[config.mk]
export PLATFORM = sky130hd
export DESIGN_NAME = fft_frame_ctrl
export DESIGN_NICKNAME = d
export VERILOG_FILES = /design/src/rtl/fft_frame_ctrl.sv
export SDC_FILE = /design/constraint.sdc
export NUM_CORES = 1
export LEC_CHECK = 0
export BUFFER_PORTS_ARGS = -buffer_cell sky130_fd_sc_hd__buf_2
export CAP_MARGIN = 20
export CORE_MARGIN = 2
export CORE_UTILIZATION = 35
export CTS_CLUSTER_DIAMETER = 150
export CTS_CLUSTER_SIZE = 12
export DETAILED_ROUTE_END_ITERATION = 10
export GPL_TIMING_DRIVEN = 0
export HOLD_SLACK_MARGIN = 0.1
export PLACE_DENSITY_LB_ADDON = 0.3
export SYNTH_ARGS = -nofsm -noshare
export SYNTH_HDL_FRONTEND = slang
export SYNTH_SLANG_ARGS = --single-unit
[constraint.sdc]
create_clock -name clk -period 3.95 [get_ports clk]
set_clock_uncertainty 0.05 [all_clocks]
set_input_delay 0.5925 -clock clk [delete_from_list [all_inputs] [get_ports clk]]
set_output_delay 0.5925 -clock clk [all_outputs]
set_load 0.05 [all_outputs]
[src/rtl/fft_frame_ctrl.sv]
// fft_frame_ctrl
//   Frame sequencer for the streaming FFT datapath. It accepts upstream samples
//   over a valid/ready handshake and drives the shared sample counter cnt that
//   every radix/reorder stage decodes. Frames run back-to-back with no idle
//   cycles. Underruns are zero-filled without stalling the frame. After the last
//   frame the counter keeps running long enough to drain the datapath. Frame
//   markers are re-timed to the datapath output through a LAT-deep token pipe.
//
// Parameters
//   CBW  log2 of the frame length N; also the width of cnt
//   LAT  datapath latency din->dout in clk cycles (>= 1)
//
// Ports
//   clk        clock, rising edge
//   rst        synchronous reset, active-high
//   in_valid   upstream sample valid
//   in_ready   sample accepted when in_valid && in_ready
//   cnt        sample index on the datapath this cycle
//   dvalid     datapath sample is real (0 = zero-fill)
//   din_sel    1 = upstream data into datapath, 0 = force zero
//   out_valid  dvalid delayed by LAT
//   out_sof    frame start (cnt==0 of a real frame) delayed by LAT
//   out_last   frame end (cnt==N-1 of a real frame) delayed by LAT
//   busy       sequencer active or tokens still in flight
//   err        sticky underrun flag
//   err_clr    clears err (a same-cycle underrun wins)
//   err_cnt    [FFT_FRAME_CTRL_ERRCNT_EN only] saturating count of frames
//              containing at least one underrun
//
// Build option
//   FFT_FRAME_CTRL_ERRCNT_EN  adds the err_cnt output and its counter.

module fft_frame_ctrl #(
   parameter int unsigned CBW = 3,
   parameter int unsigned LAT = 12
) (
   input  logic           clk,
   input  logic           rst,
   input  logic           in_valid,
   output logic           in_ready,
   output logic [CBW-1:0] cnt,
   output logic           dvalid,
   output logic           din_sel,
   output logic           out_valid,
   output logic           out_sof,
   output logic           out_last,
   output logic           busy,
   output logic           err,
   input  logic           err_clr
`ifdef FFT_FRAME_CTRL_ERRCNT_EN
   ,
   output logic [7:0]     err_cnt
`endif
);

   localparam int unsigned FW = $clog2(LAT + 1);

   typedef enum logic [1:0] {S_IDLE, S_RUN, S_FLUSH} state_t;

   state_t         r_state, w_state_nxt;
   logic [CBW-1:0] r_cnt, w_cnt_nxt;
   logic [FW-1:0]  r_fcnt, w_fcnt_nxt;
   logic           r_err;
   logic           w_ready, w_dvalid, w_sof, w_last, w_under;
   logic [LAT-1:0] r_tv, r_ts, r_tl;

   always_comb begin
      w_state_nxt = r_state;
      w_cnt_nxt   = r_cnt + 1'b1;
      w_fcnt_nxt  = (r_fcnt != '0) ? r_fcnt - 1'b1 : '0;
      w_ready     = 1'b0;
      w_dvalid    = 1'b0;
      w_sof       = 1'b0;
      w_last      = 1'b0;
      w_under     = 1'b0;
      case (r_state)
         S_IDLE: begin
            w_ready    = 1'b1;
            w_fcnt_nxt = '0;
            if (in_valid) begin
               w_dvalid    = 1'b1;
               w_sof       = 1'b1;
               w_state_nxt = S_RUN;
            end else begin
               w_cnt_nxt = '0;
            end
         end
         S_RUN: begin
            w_ready = 1'b1;
            if (r_cnt == '0) begin
               if (in_valid) begin
                  w_dvalid = 1'b1;
                  w_sof    = 1'b1;
               end else begin
                  w_state_nxt = S_FLUSH;
                  w_fcnt_nxt  = FW'(LAT);
               end
            end else begin
               // Underrun zero-fills the slot; the frame keeps its timing.
               w_dvalid = in_valid;
               w_under  = ~in_valid;
               w_last   = (r_cnt == '1);
            end
         end
         S_FLUSH: begin
            // New frames may only start on a frame boundary.
            if (r_cnt == '0) begin
               w_ready = 1'b1;
               if (in_valid) begin
                  w_dvalid    = 1'b1;
                  w_sof       = 1'b1;
                  w_state_nxt = S_RUN;
               end else if (r_fcnt == '0) begin
                  w_state_nxt = S_IDLE;
                  w_cnt_nxt   = '0;
               end
            end
         end
         default: begin
            w_state_nxt = S_IDLE;
            w_cnt_nxt   = '0;
         end
      endcase
   end

   always_ff @(posedge clk) begin
      if (rst) begin
         r_state <= S_IDLE;
         r_cnt   <= '0;
         r_fcnt  <= '0;
         r_err   <= 1'b0;
         r_tv    <= '0;
         r_ts    <= '0;
         r_tl    <= '0;
      end else begin
         r_state <= w_state_nxt;
         r_cnt   <= w_cnt_nxt;
         r_fcnt  <= w_fcnt_nxt;
         if (w_under)
            r_err <= 1'b1;
         else if (err_clr)
            r_err <= 1'b0;
         r_tv[0] <= w_dvalid;
         r_ts[0] <= w_sof;
         r_tl[0] <= w_last;
         for (int unsigned i = 1; i < LAT; i++) begin
            r_tv[i] <= r_tv[i-1];
            r_ts[i] <= r_ts[i-1];
            r_tl[i] <= r_tl[i-1];
         end
      end
   end

`ifdef FFT_FRAME_CTRL_ERRCNT_EN
   logic [7:0] r_err_cnt;
   logic       r_frm_ur;

   // r_frm_ur remembers an underrun earlier in the current frame; the frame is
   // counted once, on its N-1 cycle.
   always_ff @(posedge clk) begin
      if (rst) begin
         r_err_cnt <= '0;
         r_frm_ur  <= 1'b0;
      end else begin
         if (w_last) begin
            r_frm_ur <= 1'b0;
         end else if (w_under) begin
            r_frm_ur <= 1'b1;
         end
         if (err_clr)
            r_err_cnt <= '0;
         else if (w_last && (r_frm_ur || w_under) && (r_err_cnt != '1))
            r_err_cnt <= r_err_cnt + 8'd1;
      end
   end

   assign err_cnt = r_err_cnt;
`endif

   assign in_ready  = w_ready & ~rst;
   assign cnt       = r_cnt;
   assign dvalid    = w_dvalid;
   assign din_sel   = w_dvalid;
   assign out_valid = r_tv[LAT-1];
   assign out_sof   = r_ts[LAT-1];
   assign out_last  = r_tl[LAT-1];
   assign busy      = (r_state != S_IDLE) | (|r_tv) | (|r_ts) | (|r_tl);
   assign err       = r_err;

endmodule

---- After elaboration in Yosys (flattened, before gate mapping) ----
Index checks and enable logic that the tools add are counted.
cells by class
  add/subtract/negate cells ............... 2
  multipliers ............................. 0
  div/mod/pow operators ................... 0
  magnitude comparators ................... 0
  equal/unequal tests ..................... 8
  shift-type cells ........................ 0
  multiplexer cells ....................... 27
  bitwise gates (word level) .............. 7
  reduce and logical (&&, ||, !) cells .... 13
operators with widths
  kind                                              count
  OR reduction 12 bit                               3
  two-way mux 2 bit                                 6
  two-way mux 3 bit                                 4
  two-way mux 4 bit                                 3
  one-hot mux 3 bit (3 select lines)                1
  two-way mux 1 bit                                 8
  != test 2 bit, second input constant              4
  one-hot mux 4 bit (2 select lines)                1
  one-hot mux 2 bit (3 select lines)                1
  AND reduction 5 bit                               1
  logical NOT 4 bit                                 1
  one-hot mux 1 bit (2 select lines)                2
  nonzero test 2 bit                                2
  nonzero test 4 bit                                1
  OR reduction 2 bit                                2
  subtractor 4 x 1 -> 4 bit, second input constant  1
  adder 3 x 1 -> 3 bit, second input constant       1
  == test 3 bit, second input constant              1
  logical NOT 3 bit                                 1
  != test 3 bit, second input constant              1
  NOT 1 bit                                         3
  OR 1 bit                                          3
  one-hot mux 1 bit (3 select lines)                1
  OR reduction 3 bit                                1
  other kinds (4)                                   4
word-level totals
  flip-flop bits (word level) ............. 46
  bits in latches ......................... 0
  bits in writable memories ............... 0
  bits in read-only memories .............. 0
  output and inout bits ................... 11
  word-level logic and storage cells ...... 65
  memories kept ........................... 0

---- Longest topological paths before layout ----
  depth after elaboration ................. 5
  mapped depth ............................ 6
  depth with buffers taken out ............ 6

---- Worst setup path before layout ----
OpenSTA, ideal clock, no wires.
  kind .................................... reg-to-output
  from .................................... register r_cnt[0] (netlist: cnt[0])
  to ...................................... output dvalid
  arrival time ............................ 2.684 ns
  slack ................................... 0.624 ns
  stages on the path, launching flop included .. 7
  path buffers ............................ 1
  cells stage by stage .................... dfxtp_1 inv_1 ha_1 nor2b_1 a21oi_1 nor3b_1 buf_4
on the way
  longest elaborated chain between the ends .. 3
RTL lines
  what                                  line     source
  start: declaration                    61       logic [CBW-1:0] r_cnt, w_cnt_nxt;
  start signal: assignment              137      r_cnt <= w_cnt_nxt;
  logical NOT 3 bit *                   90, 107
  two-way mux 1 bit (on tied branches)  107, 90
  one-hot mux 1 bit (3 select lines) *  76       case (r_state)
  end: declaration                      42       output logic dvalid,
Mark *: on every way between the ends. The rest lies on a longest branch, timed or not.

---- Worst setup path after layout ----
  from .................................... register r_state[0]
  to ...................................... output dvalid
on the way
  longest elaborated chain between the ends .. 2
RTL lines
  what                                         line  source
  start: declaration                           60    state_t r_state, w_state_nxt;
  start signal: assignment                     136   r_state <= w_state_nxt;
  == test 2 bit, or another cell as far along  76
  one-hot mux 1 bit (3 select lines) *         76
Marks and branches as above.

==> summary.txt <==
Drt
  • Routed Wire Length: 2830 µm
  • Pre-antenna DRT Iters: 4
  • Via density: 4.41
  • Vias: 1120
  • Iter 0 DRT Violations: 50
  • DR WL/cell: 11.1 µm
  • # DRC: 0
  • Antenna Nets Post-Route: 0

Setup path
  • Reg2reg setup slack: 2.18 ns
  • CP required: 3.31 ns
  • Slowest-stage cell, CP: dfxtp_1
  • CP cell instances: inv_1, ha_1, or2_2, a21oi_1, nor3b_1, buf_4, buf_2
  • WP buf/inv: 3
  • Cell depth of the worst flop-to-flop path: 6
  • Critical path endpoint category: primary output
  • Critical path launch point type: flop
  • Cell family with most CP delay: buffers and inverters
  • Critical path's largest stage delay: 0.36 ns
  • RR Endpoint: r_state[0]
  • Arr. time, crit path: 2.03 ns
  • Crit Path Class: reg2out
  • Maximum fanout along the worst path: 8
  • R2r startpoint: r_state[0]

Clock tree
  • Root Buffer: clkbuf_8
  • H-tree levels: 2
  • # Post-CTS Setup Buffers: 0
  • CTS tree: built
  • Num CTS Buffers: 5
  • Hold_buf cts: 0
  • # resized after CTS: 0
  • CTS Sinks: 46
  • Worst skew pair latency: 0.30 ns
  • Clk slew on worst S/H paths: 0.08 ns
  • Deepest clock path buffer count: 2

Global route
  • Initial antenna violation count: 0
  • GRT overflow: 0
  • Vias in the first global route: 1070
  • Global-route wire length before repair: 4740 µm
  • Pin count of the biggest net entering global routing: 16
  • Overall Global Routing Usage: 11.8%

Floorplanning
  • DIE WIDTH: 74.0 µm
  • Starting Density: 36.3%
  • Height of the die: 74.0 µm
  • Io pins: 15
  • Num rows: 25
  • Die area: 0.00548 mm²
  • Core area: 0.00472 mm²

STA
  • Worst hold slack: 0.390 ns
  • Max-slew headroom: 66.1%
  • Measured slew at the worst slew-check pin: 0.509 ns
  • Min Tclk post-route: 2.67 ns
  • Max Freq: 0.374 GHz
  • Final hold viol count: 0
  • RSZ-0062 raised after global routing: no
  • Final max-slew violation count: 0
  • Period utilization: 67.7%
  • Setup TNS Final: 0 ns
  • Final setup vio count: 0

Min path
  • Hold Path Cell Cnt: 1
  • Hold Path Origin: r_fcnt[0]
  • Worst hold path class: reg2reg
  • Hold EP: r_fcnt[0]

Synth
  • Syn Area/Cell: 10.4 µm²
  • Syn. warnings: 0
  • Top post-synthesis cells by area: dfxtp_1 54%, nor2b_1 13%, ha_1 6.6%, nor2_1 2.6%, nor4_1 2.6%
  • Main synth FF type: dfxtp_1
  • Yosys reg bits: 46
  • Yosys top cell area share: 53.7%
  • Post-Syn Nets: 178
  • Ys async rst share: 0%
  • Most common cell in the netlist: dfxtp_1
  • Mapped cell area: 0.00172 mm²
  • Yosys top cell by area: dfxtp_1
  • Synth cell types: 34
  • Top cells by count, synth: 46 x dfxtp_1, 35 x nor2b_1, 12 x nor2_1, 9 x ha_1
  • Post-synth EDFFs: 0
  • Register area share after synthesis: 53.7%
  • Post-Synthesis Cells: 165

Pwr
  • LEAKAGE: 0.834 nW
  • Seq pwr share: 42.5%
  • P_int: 0.000781 W
  • Psw: 0.000458 W
  • Power share of the combinational group: 34.6%
  • Sw frac: 37.0%
  • Part of the power in the clock network: 22.9%
  • Power per Cell Area: 633 mW/mm²
  • Maximum vdd drop: 0.000371 V

Final layout
  • Ratio of cells with drive above 1 in the final layout: 17.6%
  • Post-layout net count: 199
  • Area growth syn-to-layout: 14.2%
  • Antenna fix cells: 0

Place
  • RePlAce Congestion: 0.842
  • Detailed Place HPWL: 2060 µm
  • Port bufs: 14

Outcome
  • Status: finished clean

Job
  • Max cap viols: 0
==> per-layer routing <==
layer | global-route usage, % | routed length (µm) | share of wire, %
met5 | 0 | 0 | 0
met1 | 15.6 | 1490 | 53
met2 | 17.3 | 1190 | 42
met4 | 6.67 | 57 | 2.0
met3 | 3.66 | 97 | 3.4
==> metrics by stage <==
step	std cells	util (%)	total power [W]	area, µm²	setup WS, ns
4_1_cts	254	41.5	0.00125	1960	1.26
3_3_place_gp	246	39.6	0.000967	1870	1.59
2_1_floorplan	165	-	0.000883	1720	0.624
5_1_grt	254	41.5	0.00132	1960	1.07
6_report	254	41.5	0.00124	1960	1.28
3_5_place_dp	246	39.6	0.000968	1870	1.60
==> sequential cells by signal (all words and copies together) (netlist names) <==
name     flops
cnt          3
err          1
r_fcnt       4
r_state      2
r_tl        12
r_ts        12
r_tv        12
==> layout make-up <==
type / instances / area, µm²
plain buffers: 6 / 33.8
clock buffers: 5 / 68.8
clock inverters: 3 / 21.3
fillers: 467 / 2760
inverters: 7 / 26.3
multi-input cells: 106 / 734
flip-flops and latches: 46 / 921
well taps: 67 / 83.8
repair buffers: 14 / 70.1
==> cells by family (layout without fill, tap and decap cells) <==
family,Yosys count,in the layout,synth area share (%)
flops,46,46,53.7
mux,1,1,0.656
xor+xnor,1,1,0.511
fa+ha+maj,9,9,6.56
compound gates,17,17,7.00
simple gates,78,78,28.1
buf+inv,13,35,3.50
==> power groups by stage <==
stage | Clock (W) | Sequential (W) | Combinational (W)
after CTS | 0.000293 | 0.000527 | 0.000433
after detailed placement | 0 | 0.000538 | 0.000429
after floorplan | 0 | 0.000563 | 0.000320
after global placement | 0 | 0.000537 | 0.000430
after global routing | 0.000313 | 0.000532 | 0.000470
final | 0.000284 | 0.000526 | 0.000429
==> worst max-delay path by stage <==
stage | startpoint | end | slack (ns) | depth (start not counted)
finish | r_state[0] | dvalid | 1.28 | 7
global route | r_state[0] | busy | 1.07 | 7
CTS | r_state[0] | dvalid | 1.26 | 7
detailed placement | r_state[0] | dvalid | 1.60 | 7
global placement | r_state[0] | dvalid | 1.59 | 7
floorplan | cnt[0] | dvalid | 0.62 | 6
==> cell usage in the layout, fill, tap and decap left out, types with 2 or more instances in the layout <==
| cell type | n |
|---|---|
| a21oi_1 | 6 |
| a311o_2 | 2 |
| and2_1 | 3 |
| buf_2 | 14 |
| clkbuf_1 | 4 |
| clkbuf_8 | 5 |
| dfxtp_1 | 46 |
| ha_1 | 9 |
| inv_1 | 7 |
| nand2_1 | 3 |
| nand4_1 | 2 |
| nor2_1 | 12 |
| nor2b_1 | 35 |
| nor3_1 | 4 |
| nor3b_1 | 3 |
| nor4_1 | 7 |
| o21ai_0 | 2 |
| o22ai_1 | 2 |
No activity file was read; power rests on OpenSTA's default activity.
